$ cat src/rtl/mem_stage.sv
// MIPS memory stage: EX/MEM -> dcache handshake -> MEM/WB latch, sticky halt.
// Optional LL/SC link register enabled by defining MM_ATOMIC_EN.
module mem_stage (
  input  logic        CLK,
  input  logic        RST,
  input  logic        ex_valid,
  input  logic        ex_dREN,
  input  logic        ex_dWEN,
  input  logic        ex_ll,
  input  logic        ex_sc,
  input  logic [31:0] ex_ALUOut,
  input  logic [31:0] ex_store,
  input  logic [31:0] ex_npc,
  input  logic [4:0]  ex_rd,
  input  logic        ex_RegWEN,
  input  logic [1:0]  ex_MemtoReg,
  input  logic        ex_halt,
  input  logic        dhit,
  input  logic [31:0] dmemload,
  output logic        dmemREN,
  output logic        dmemWEN,
  output logic [31:0] dmemaddr,
  output logic [31:0] dmemstore,
  output logic        mm_stall,
  output logic        wb_valid,
  output logic [4:0]  wb_rd,
  output logic        wb_RegWEN,
  output logic [1:0]  wb_MemtoReg,
  output logic [31:0] wb_ALUOut,
  output logic [31:0] wb_load,
  output logic [31:0] wb_npc,
  output logic        wb_halt
);

  typedef enum logic {S_IDLE, S_WAIT} state_t;

  state_t state, state_n;
  logic   live;
  logic   mop;
  logic   rd_req;
  logic   wr_try;
  logic   wr_req;
  logic   req;

  // Gating with ~RST makes every output drop the instant reset asserts
  assign live   = ~RST;
  assign mop    = live & ex_valid & (ex_dREN | ex_dWEN) & ~wb_halt;
  assign rd_req = mop & ex_dREN;
  assign wr_try = mop & ex_dWEN & ~ex_dREN;

`ifdef MM_ATOMIC_EN
  logic [31:0] linkaddr;
  logic        linkvalid;
  logic        sc_op;
  logic        sc_ok;

  assign sc_op  = wr_try & ex_sc;
  assign sc_ok  = linkvalid & (linkaddr == ex_ALUOut);
  assign wr_req = wr_try & ~(ex_sc & ~sc_ok);

  always_ff @(posedge CLK or posedge RST) begin
    if (RST) begin
      linkaddr  <= '0;
      linkvalid <= 1'b0;
    end else if (rd_req & dhit & ex_ll) begin
      linkaddr  <= ex_ALUOut;
      linkvalid <= 1'b1;
    end else if (wr_req & dhit & (ex_ALUOut == linkaddr)) begin
      linkvalid <= 1'b0;
    end
  end
`else
  logic unused_atomic;

  assign unused_atomic = ex_ll ^ ex_sc;
  assign wr_req        = wr_try;
`endif

  assign req = rd_req | wr_req;

  always_ff @(posedge CLK or posedge RST) begin
    if (RST) state <= S_IDLE;
    else     state <= state_n;
  end

  always_comb begin
    state_n = state;
    unique case (state)
      S_IDLE: if (req & ~dhit) state_n = S_WAIT;
      S_WAIT: if (dhit | ~req) state_n = S_IDLE;
      default: state_n = S_IDLE;
    endcase
  end

  always_comb begin
    dmemREN   = rd_req;
    dmemWEN   = wr_req;
    mm_stall  = req & ~dhit;
    dmemaddr  = live ? ex_ALUOut : '0;
    dmemstore = live ? ex_store : '0;
  end

  always_ff @(posedge CLK or posedge RST) begin
    if (RST) begin
      wb_valid    <= 1'b0;
      wb_rd       <= '0;
      wb_RegWEN   <= 1'b0;
      wb_MemtoReg <= '0;
      wb_ALUOut   <= '0;
      wb_load     <= '0;
      wb_npc      <= '0;
      wb_halt     <= 1'b0;
    end else if (mm_stall) begin
      wb_valid <= 1'b0;
    end else begin
      wb_valid    <= ex_valid & ~wb_halt;
      wb_rd       <= ex_rd;
      wb_RegWEN   <= ex_RegWEN;
      wb_MemtoReg <= ex_MemtoReg;
      wb_ALUOut   <= ex_ALUOut;
      wb_npc      <= ex_npc;
      if (rd_req) wb_load <= dmemload;
`ifdef MM_ATOMIC_EN
      if (sc_op) wb_load <= {31'b0, sc_ok};
`endif
      if (ex_valid & ex_halt) wb_halt <= 1'b1;
    end
  end

endmodule

$ cat config.mk
export PLATFORM = sky130hd
export DESIGN_NAME = mem_stage
export DESIGN_NICKNAME = d
export VERILOG_FILES = /design/src/rtl/mem_stage.sv
export SDC_FILE = /design/constraint.sdc
export NUM_CORES = 1
export LEC_CHECK = 0
export CAP_MARGIN = 20
export CORE_AREA = 2 2 123 125
export DETAILED_ROUTE_END_ITERATION = 6
export DIE_AREA = 0 0 125 127
export GPL_ROUTABILITY_DRIVEN = 1
export GPL_TIMING_DRIVEN = 0
export PLACE_DENSITY = 0.73
export SLEW_MARGIN = 20
export SYNTH_ARGS = -nofsm -noshare
export SYNTH_HDL_FRONTEND = slang
export SYNTH_SLANG_ARGS = --single-unit
$ cat constraint.sdc
create_clock -name CLK -period 4.4 [get_ports CLK]
set_input_delay 1.32 -clock CLK [delete_from_list [all_inputs] [get_ports CLK]]
set_output_delay 1.32 -clock CLK [all_outputs]
set_load 0.1 [all_outputs]
# Word-level counts from Yosys, hierarchy flattened
# Index checks and enable logic that the tools add are counted.
classes:
  n_bitwise: 16
  n_reduce_logical: 2
  muxes: 3
ops:
  columns: ["op", "count"]
  rows:
  - ["$mux 32", 2]
  - ["$and 1x1->1", 9]
  - ["$not 1->1", 5]
  - ["$reduce_and 2->1", 2]
  - ["$or 1x1->1", 2]
  - ["$mux 1", 1]
word_totals:
  elab_cells: 29
  out_inout_bits: 173
  register_bits: 106
  in_bits: 145

# Depth between registers and ports, before layout
# Gate-level depths: netlist of the first run.
logic_depth:
  ltp_word: 10
  ltp_mapped: 5
  mapped_depth_nobuf: 3

# Least setup slack after synthesis of the first run
# Ideal clock, no wire load.
synth_path:
  path_type: "input-to-output"
  startpoint: "in RST"
  endpoint: "out dmemWEN"
  t_arrival_ps: 3941
  setup_slack_ps: -861
  required_ps: 3080
  n_path_buf: 0
  cell_stages: 2
  path_cell_list: "or3b_1 -> nor3b_1"
synth_via:
  elab_chain_len: 6
synth_rtl:
  columns: ["element", "line_no", "rtl"]
  rows:
  - ["from (decl)", "5", "input logic RST,"]
  - ["$not 1->1", "46", "assign live = ~RST;"]
  - ["$and 1x1->1 (3 in a row)", "47", "assign mop = live & ex_valid & (ex_dREN | ex_dWEN) & ~wb_halt;"]
  - ["$and 1x1->1 (2 in a row)", "49", "assign wr_try = mop & ex_dWEN & ~ex_dREN;"]
  - ["to (decl)", "21", "output logic dmemWEN,"]
# Every way passes these cells.

# Worst setup path in the final report of the first run
layout_path:
  startpoint: "in RST"
  endpoint: "out dmemaddr[6]"
layout_via:
  elab_chain_len: 1
layout_rtl:
  columns: ["element", "line_no", "rtl"]
  rows:
  - ["$mux 32", "99", "dmemaddr = live ? ex_ALUOut : '0;"]
  - ["to (decl)", "22", "output logic [31:0] dmemaddr,"]
# Every way passes these cells.

==> results of run 1 <==
-- kinds of logic (layout without fill, tap and decap cells) --
| group | count (synthesis) | in the layout | synth area share |
|---|---|---|---|
| AO/OA/AOI/OAI | 1 | 1 | 0.00169 |
| AND/OR/NAND/NOR | 73 | 73 | 0.104 |
| buffers and inverters | 19 | 351 | 0.0322 |
| multiplexers | 104 | 104 | 0.264 |
| flip-flops | 106 | 106 | 0.598 |
-- flip-flops by register name (all words and copies together) (netlist names) --
signal,cells
wb_ALUOut,32
wb_MemtoReg,2
wb_RegWEN,1
wb_halt,1
wb_load,32
wb_npc,32
wb_rd,5
wb_valid,1
-- worst max path at each step --
stage	from	endpoint	slack, ps	cells past startpoint
global placement	RST	wb_load[3]$_DFFE_PP0P_	-1620	3
global route	RST	dmemaddr[29]	9	5
CTS	RST	dmemstore[3]	0.8	5
finish	RST	dmemaddr[6]	70	5
detailed placement	RST	dmemaddr[7]	-970	5
floorplan	RST	dmemaddr[10]	20	3
-- power by group --
part / internal, mW / leakage (nW) / total (mW) / switching, mW
registers: 1.03 / 1.29 / 1.06 / 0.0301
logic: 0.288 / 1.99 / 1.09 / 0.800
clock network: 0.504 / 0.160 / 0.872 / 0.368
-- area by class of cell --
class	count	area (um2)	area share
Timing Repair Buffer	316	2950	0.371
Sequential cell	106	2650	0.333
Multi-Input combinational cell	178	1650	0.207
Tap cell	184	230	0.0289
Clock buffer	9	225	0.0283
Buffer	18	146	0.0184
Clock inverter	7	100	0.0126
Inverter	1	8.76	0.00110
-- critical path: stages --
cell	delay, ps
clkdlybuf4s50_1	470
clkbuf_2	290
clkbuf_2	280
nor2b_1	190
buf_2	450
-- layer usage --
| metal | up-vias | track usage | share of wire |
|---|---|---|---|
| met2 | 186 | 0.308 | 0.52 |
| met1 | 1743 | 0.175 | 0.36 |
| met4 | 0 | 0.0654 | 0.019 |
| met3 | 16 | 0.0678 | 0.10 |
| met5 | - | 0 | 0 |
| li1 | 1682 | - | - |
-- per-stage QoR --
| stage | instance area (um2) | cells | TNS, ps | utilization |
|---|---|---|---|---|
| CTS | 8120 | 819 | 0 | 0.563 |
| global placement | 7820 | 802 | -218130 | 0.542 |
| finish | 7970 | 819 | 0 | 0.552 |
| detailed placement | 7860 | 803 | -51240 | 0.545 |
| floorplan | 4440 | 303 | 0 | - |
| global route | 7970 | 819 | 0 | 0.552 |
-- timing repair --
item / CTS / global route
pin swaps: 0 / 0
gates cloned: 0 / 0
hold buffers: 0 / 0
endpoints found under the setup margin: 67 / 29
gates resized for setup: 264 / 52
-- cells in the final DEF, fill, tap and decap left out, drive strengths merged --
cell type	netlist	layout
nor2	1	1
nand2	1	1
nor3b	3	3
bufinv	0	2
nand3	1	1
o21bai	1	1
mux2	104	104
and2	1	1
clkinv	0	3
clkdlybuf4s50	0	248
clkbuf	8	18
or3b	1	1
clkdlybuf4s15	0	15
dfrtp	106	106
nor3	1	1
nor2b	64	64
buf	10	62
inv	1	3
==> flow_metrics.env, run 1 <==
export IMPL_critPathLaunchType="input port"
export IMPL_dr_pass1_iters=4
export IMPL_regToRegStartpoint="wb_halt$_DFFE_PP0P_"
export IMPL_post_cts_setup_buffer_count=0
export IMPL_finalClockSkew_ps=4.73
export IMPL_grt_pass1_vias=3840
export IMPL_dpl_hpwl_um=10700
export IMPL_drv_cap=0
export IMPL_relSlewSlack=0.310
export IMPL_ant_nets=0
export IMPL_cts_root_buf="clkbuf_16"
export IMPL_netlist_area_mm2=0.00443
export IMPL_path_class="input port to primary output"
export IMPL_drive_gt1_frac=0.244
export IMPL_routedWlPerCell_um=16.6
export IMPL_via_per_inst=4.43
export IMPL_cp_data_required_time_ps=3080
export IMPL_yosysSeqAreaShare=0.598
export IMPL_die_h_um=127
export IMPL_min_period_ps=4330
export IMPL_overflow=0
export IMPL_grtUsageTotal=0.169
export IMPL_grt_first_pass_wirelength_um=21000
export IMPL_drv_slew=0
export IMPL_avgSynthCellArea_um2=14.6
export IMPL_ys_flop_type="dfrtp_1"
export IMPL_arrival_ps=3010
export IMPL_total_power_mw=3.02
export IMPL_yosys_area_top_type="dfrtp_1"
export IMPL_synth_top_cell_area_share=0.598
export IMPL_timing_rr_end="wb_ALUOut[30]$_DFFE_PP0N_"
export IMPL_synthCells=303
export IMPL_worstHoldStart="wb_ALUOut[11]$_DFFE_PP0N_"
export IMPL_n_antenna_cell=0
export IMPL_num_vias=3627
export IMPL_clk_latency_ps=350
export IMPL_ys_warn_count=0
export IMPL_whs_ps=491
export IMPL_drtIter0Drc=90
export IMPL_worst_slew_pin_slew_ps=1030
export IMPL_ir_worst_vdd_uv=288
export IMPL_fp_dieW_um=125
export IMPL_grt_max_degree=60
export IMPL_timing_final_crit_share=0.985
export IMPL_grt_antenna_before_repair=0
export IMPL_synthTopCellsByCount="dfrtp_1, nor2b_1, mux2_2, mux2_1, clkbuf_1"
export IMPL_synth_cell_types=18
export IMPL_ys_async_sr_fraction=1.00
export IMPL_htree_levels=3
export IMPL_setup_viol=0
export IMPL_holdCritPathClass="flip-flop to flip-flop"
export IMPL_fmax_mhz=231
export IMPL_synth_area_top_cells="dfrtp_1, mux2_2, mux2_1"
export IMPL_clockBufferDepth=2
export IMPL_status="complete, no violations"
export IMPL_port_buffers=315
export IMPL_rows=44
export IMPL_min_to="wb_ALUOut[11]$_DFFE_PP0N_"
export IMPL_pre_cts_slack_ps=-971
export IMPL_reg2reg_depth=5
export IMPL_fillers=1233
export IMPL_dieArea_mm2=0.0159
export IMPL_worst_slack_ps=65.4
export IMPL_p_leak_nw=3.44
export IMPL_nets=775
export IMPL_p_per_area_mw_per_mm2=380
export IMPL_ioPinCount=318
export IMPL_gp_congestion=0.781
export IMPL_syn_nets=448
export IMPL_cts_tree="yes"
export IMPL_start_util=0.307
export IMPL_wl_um=13600
export IMPL_cts_buffers=9
export IMPL_synth_seq_cells=106
export IMPL_worst_r2r_setup_slack_ps=2460
export IMPL_area_growth_pct=79.6
export IMPL_hold_viol_final=0
export IMPL_clk_pin_slew_ps=70
export IMPL_holdPathStages=1
export IMPL_synth_most_common_cell="dfrtp_1"
export IMPL_synth_edff_count=0
export IMPL_coreArea_mm2=0.0144
export IMPL_rsz0062_at_grt="false"
export IMPL_endpoint_kind="primary output"
export IMPL_clock_sinks=106
export IMPL_cp_max_fo=10
export IMPL_remaining_drc_errors=0
No activity file was read; power rests on OpenSTA's default activity.
==> run 2: changes to the inputs <==
--- a/config.mk
+++ b/config.mk
@@ -5,13 +5,14 @@
 export SDC_FILE = /design/constraint.sdc
 export NUM_CORES = 1
 export LEC_CHECK = 0
+export ABC_AREA = 0
 export CAP_MARGIN = 20
 export CORE_AREA = 2 2 123 125
 export DETAILED_ROUTE_END_ITERATION = 6
 export DIE_AREA = 0 0 125 127
 export GPL_ROUTABILITY_DRIVEN = 1
 export GPL_TIMING_DRIVEN = 0
-export PLACE_DENSITY = 0.73
+export PLACE_DENSITY = 0.7
 export SLEW_MARGIN = 20
 export SYNTH_ARGS = -nofsm -noshare
 export SYNTH_HDL_FRONTEND = slang
==> constraint.sdc (replaced) <==
create_clock -name CLK -period 4.1 [get_ports CLK]
set_input_delay 1.23 -clock CLK [delete_from_list [all_inputs] [get_ports CLK]]
set_output_delay 1.23 -clock CLK [all_outputs]
set_load 0.1 [all_outputs]
==> run 2 against run 1 <==
Total power rose by 8.1%. Register-to-register slack worse by 350 ps. Clock skew is essentially flat. Utilization is 1.1 points higher. Via count up 1.2%. Sequential power grew 8%. Critical endpoint unchanged.
==> flow_metrics.env, run 2 (same netlist as run 1, synthesis figures left out) <==
export IMPL_status="complete, no violations"
export IMPL_critPathLaunchType="input port"
export IMPL_clk_latency_ps=350
export IMPL_setup_viol=0
export IMPL_cts_root_buf="clkbuf_16"
export IMPL_drv_cap=0
export IMPL_relSlewSlack=0.302
export IMPL_ant_nets=0
export IMPL_rows=44
export IMPL_gp_congestion=0.802
export IMPL_endpoint_kind="primary output"
export IMPL_grt_antenna_before_repair=0
export IMPL_min_to="wb_ALUOut[6]$_DFFE_PP0N_"
export IMPL_route_met2_wl_um=8040
export IMPL_rsz0062_at_grt="false"
export IMPL_fin_cells=823
export IMPL_via_per_inst=4.46
export IMPL_fmax_mhz=249
export IMPL_wl_met1_um=5280
export IMPL_coreArea_mm2=0.0144
export IMPL_p_leak_nw=3.47
export IMPL_fp_dieW_um=125
export IMPL_cp_max_fo=10
export IMPL_top_layer_used="met4"
export IMPL_ioPinCount=318
export IMPL_final_setup_tns_ps=0
export IMPL_drv_slew=0
export IMPL_worstHoldStart="wb_ALUOut[6]$_DFFE_PP0N_"
export IMPL_crit_top_cell="clkbuf_2"
export IMPL_critPathMaxStageDelay_ps=480
export IMPL_dr_wl_met3_um=1230
export IMPL_dr_pass1_iters=4
export IMPL_clockBufferDepth=2
export IMPL_wl_um=14700
export IMPL_area_growth_pct=83.2
export IMPL_path_cells="clkdlybuf4s50_1 > clkbuf_2 > clkbuf_2 > nor2b_1 > buf_2"
export IMPL_num_vias=3672
export IMPL_ir_worst_vdd_uv=214
export IMPL_finalClockSkew_ps=5.06
export IMPL_clock_sinks=106
export IMPL_holdCritPathClass="flip-flop to flip-flop"
export IMPL_path_class="input port to primary output"
export IMPL_dpl_hpwl_um=11800
export IMPL_min_period_ps=4020
export IMPL_grt_max_degree=35
export IMPL_reg2reg_depth=6
export IMPL_hold_viol_final=0
export IMPL_final_cell_mix="clkdlybuf4s50_1, dfrtp_1, nor2b_1"
export IMPL_remaining_drc_errors=0
export IMPL_worst_r2r_setup_slack_ps=2110
export IMPL_n_antenna_cell=0
export IMPL_dieArea_mm2=0.0159
export IMPL_grt_pass1_vias=4001
export IMPL_cp_data_required_time_ps=2870
export IMPL_clk_pin_slew_ps=60
export IMPL_cts_buffers=9
export IMPL_drive_gt1_frac=0.249
export IMPL_cp_slowest_cell="clkdlybuf4s50_1"
export IMPL_grtUsageTotal=0.184
export IMPL_grt_first_pass_wirelength_um=22600
export IMPL_regToRegStartpoint="wb_halt$_DFFE_PP0P_"
export IMPL_top_regs="wb_ALUOut (32), wb_load (32), wb_npc (32)"
export IMPL_arrival_ps=2790
export IMPL_timing_rr_end="wb_RegWEN$_DFFE_PP0N_"
export IMPL_nets=779
export IMPL_die_h_um=127
export IMPL_dp_cells=805
export IMPL_port_buffers=315
export IMPL_fin_util=0.563
export IMPL_mostFrequentLayoutCell="clkdlybuf4s50_1"
export IMPL_routedWlPerCell_um=17.8
export IMPL_p_per_area_mw_per_mm2=403
export IMPL_worst_slew_pin_slew_ps=1040
export IMPL_start_util=0.307
export IMPL_drtIter0Drc=94
export IMPL_overflow=0
export IMPL_htree_levels=3
export IMPL_cts_tree="yes"
export IMPL_timing_final_crit_share=0.981
export IMPL_holdPathStages=1
==> run 2: critical path, delay by kind of cell <==
kind | cells | cell delay [ps]
and+or+nand+nor | 1 | 130
buffers and inverters | 4 | 1430
==> run 2: stage by stage <==
stage / instance area (um2) / hold slack (ps) / worst slack [ps] / power (mW)
2_1_floorplan: 4440 / 1090 / -97.9 / 1.98
5_1_grt: 8120 / 505 / 0.705 / 3.39
3_3_place_gp: 7830 / 473 / -982 / 2.35
6_report: 8120 / 487 / 78.4 / 3.27
4_1_cts: 8020 / 495 / 1.79 / 3.30
3_5_place_dp: 7890 / 480 / -1030 / 2.37
==> run 2: worst max path at each step <==
stage / startpoint / end / slack [ps] / cells past startpoint
global route: RST / dmemaddr[12] / 0.7 / 5
finish: RST / dmemaddr[6] / 80 / 5
floorplan: RST / dmemaddr[10] / -100 / 3
global placement: RST / dmemaddr[24] / -980 / 5
CTS: RST / dmemaddr[30] / 2 / 5
detailed placement: RST / dmemstore[0] / -1030 / 5
==> run 2: cell type report <==
class	count	area (um2)
timing repair buffer	320	3100
clock inverter	6	87.6
sequential	106	2650
clock buffer	10	239
fill	1248	6300
inverter	1	7.51
tap	184	230
multi-input combinational	178	1650
buffer	18	150
==> run 2: where the power goes <==
group | total (mW) | switching, mW | internal, mW | leakage [nW]
clock network | 0.941 | 0.388 | 0.553 | 0.163
registers | 1.14 | 0.0338 | 1.11 | 1.29
logic | 1.19 | 0.864 | 0.322 | 2.01
total | 3.27 | 1.29 | 1.98 | 3.47
==> run 2: what timing repair did <==
item                                    in CTS  in global routing
endpoints found under the setup margin      67                 36
resized for setup                          321                 35
buffers inserted                             0                  2
hold endpoints to repair                     0                  0
hold buffers                                 0                  0
pin swaps                                    0                  1
==> run 2: per-layer routing <==
| metal | track usage | up-vias |
|---|---|---|
| li1 | - | 1683 |
| met1 | 0.196 | 1798 |
| met2 | 0.348 | 179 |
| met3 | 0.0645 | 12 |
| met4 | 0.0458 | 0 |
| met5 | 0 | - |
==> run 3: changes to the inputs <==
--- a/config.mk
+++ b/config.mk
@@ -12,8 +12,8 @@
 export DIE_AREA = 0 0 125 127
 export GPL_ROUTABILITY_DRIVEN = 1
 export GPL_TIMING_DRIVEN = 0
-export PLACE_DENSITY = 0.7
-export SLEW_MARGIN = 20
+export PLACE_DENSITY = 0.71
+export SKIP_CTS_REPAIR_TIMING = 1
 export SYNTH_ARGS = -nofsm -noshare
 export SYNTH_HDL_FRONTEND = slang
 export SYNTH_SLANG_ARGS = --single-unit
==> run 3 against run 2 <==
Sequential power about the same. Clock power down 15%. Via count down 1.2%. Critical path type unchanged. First-iteration DRC count down 19%.
==> flow_metrics.env, run 3 (same netlist as run 1, synthesis figures left out) <==
export IMPL_via_per_inst=4.43
export IMPL_fin_util=0.554
export IMPL_n_antenna_cell=0
export IMPL_hold_viol_final=0
export IMPL_pre_cts_slack_ps=-1110
export IMPL_rsz0062_at_grt="false"
export IMPL_port_buffers=315
export IMPL_grt_first_pass_wirelength_um=21400
export IMPL_p_leak_nw=3.45
export IMPL_overflow=0
export IMPL_clk_latency_ps=340
export IMPL_die_h_um=127
export IMPL_drv_slew=0
export IMPL_grtUsageTotal=0.171
export IMPL_worst_slack_ps=110
export IMPL_wl_um=13900
export IMPL_relSlewSlack=0.307
export IMPL_arrival_ps=2760
export IMPL_drive_gt1_frac=0.247
export IMPL_critPathLaunchType="input port"
export IMPL_top_regs="wb_ALUOut (32), wb_load (32), wb_npc (32)"
export IMPL_dieArea_mm2=0.0159
export IMPL_grt_pass1_vias=3910
export IMPL_rows=44
export IMPL_setup_viol=0
export IMPL_cp_max_fo=10
export IMPL_fin_cells=819
export IMPL_routedWlPerCell_um=16.9
export IMPL_whs_ps=490
export IMPL_endpoint_kind="primary output"
export IMPL_grt_antenna_before_repair=0
export IMPL_dp_cells=805
export IMPL_num_vias=3628
export IMPL_ioPinCount=318
export IMPL_dpl_hpwl_um=11300
export IMPL_drtIter0Drc=76
export IMPL_final_cell_mix="clkdlybuf4s50_1, dfrtp_1, nor2b_1"
export IMPL_min_period_ps=3990
export IMPL_ant_nets=0
export IMPL_coreArea_mm2=0.0144
export IMPL_clockBufferDepth=2
export IMPL_status="complete, no violations"
export IMPL_gp_congestion=0.839
export IMPL_fmax_mhz=251
export IMPL_htree_levels=3
export IMPL_dr_pass1_iters=4
export IMPL_mostFrequentLayoutCell="clkdlybuf4s50_1"
export IMPL_fp_dieW_um=125
export IMPL_path_class="input port to primary output"
export IMPL_cts_tree="yes"
export IMPL_clk_pin_slew_ps=70
export IMPL_cts_buffers=9
export IMPL_ir_worst_vdd_uv=216
export IMPL_cp_data_required_time_ps=2870
export IMPL_p_per_area_mw_per_mm2=391
export IMPL_area_growth_pct=80.3
export IMPL_cts_root_buf="clkbuf_16"
export IMPL_holdCritPathClass="flip-flop to flip-flop"
export IMPL_grt_max_degree=43
export IMPL_finalClockSkew_ps=4.43
export IMPL_nets=777
export IMPL_timing_final_crit_share=0.973
export IMPL_worst_slew_pin_slew_ps=1040
export IMPL_start_util=0.307
export IMPL_remaining_drc_errors=0
export IMPL_drv_cap=0
export IMPL_clock_sinks=106
[run 3: cell type report]
| cell class | count | area [um2] |
|---|---|---|
| Buffer | 18 | 151 |
| Tap cell | 184 | 230 |
| Fill cell | 1258 | 6430 |
| Inverter | 1 | 7.51 |
| Clock inverter | 3 | 26.3 |
| Sequential cell | 106 | 2650 |
| Timing Repair Buffer | 318 | 3020 |
| Multi-Input combinational cell | 178 | 1650 |
| Clock buffer | 11 | 253 |
[run 3: metrics by stage]
stage          power [mW]  TNS (ps)  area, um2
4_1_cts              3.19    -54910       8170
5_1_grt              3.25         0       8000
6_report             3.13         0       8000
3_5_place_dp         2.37    -54560       7890
3_3_place_gp         2.35    -53440       7830
2_1_floorplan        1.98     -4890       4440
[run 3: critical path, cell delays in order]
cell and delay, ps:
clkdlybuf4s50_1 510, or3b_4 420, nor3_4 200, buf_6 190, buf_8 210
[run 3: report_power, final]
part | internal (mW) | switching, mW | leakage, nW | total, mW
logic | 0.319 | 0.863 | 2.02 | 1.18
registers | 1.11 | 0.0325 | 1.29 | 1.14
clock network | 0.441 | 0.361 | 0.138 | 0.802
total | 1.87 | 1.26 | 3.45 | 3.13
[run 3: path summary, 6_finish.rpt]
path / to / depth (start not counted) / from / slack, ps
min in group asynchronous: wb_npc[11]$_DFFE_PP0N_ / 3 / RST / 1200
min reg2reg: wb_ALUOut[7]$_DFFE_PP0N_ / 1 / wb_ALUOut[7]$_DFFE_PP0N_ / 490
max: mm_stall / 5 / ex_valid / 110
max reg2reg: wb_rd[2]$_DFFE_PP0N_ / 5 / wb_halt$_DFFE_PP0P_ / 2210
min: wb_ALUOut[7]$_DFFE_PP0N_ / 1 / wb_ALUOut[7]$_DFFE_PP0N_ / 490
max in group asynchronous: wb_ALUOut[30]$_DFFE_PP0N_ / 5 / RST / 2190
[run 3: per-layer routing]
metal	global-route usage	vias up	routed length [um]
li1	-	1679	-
met1	0.187	1737	5200
met2	0.300	185	6980
met3	0.0595	27	1300
met4	0.0758	0	370
met5	0	-	0
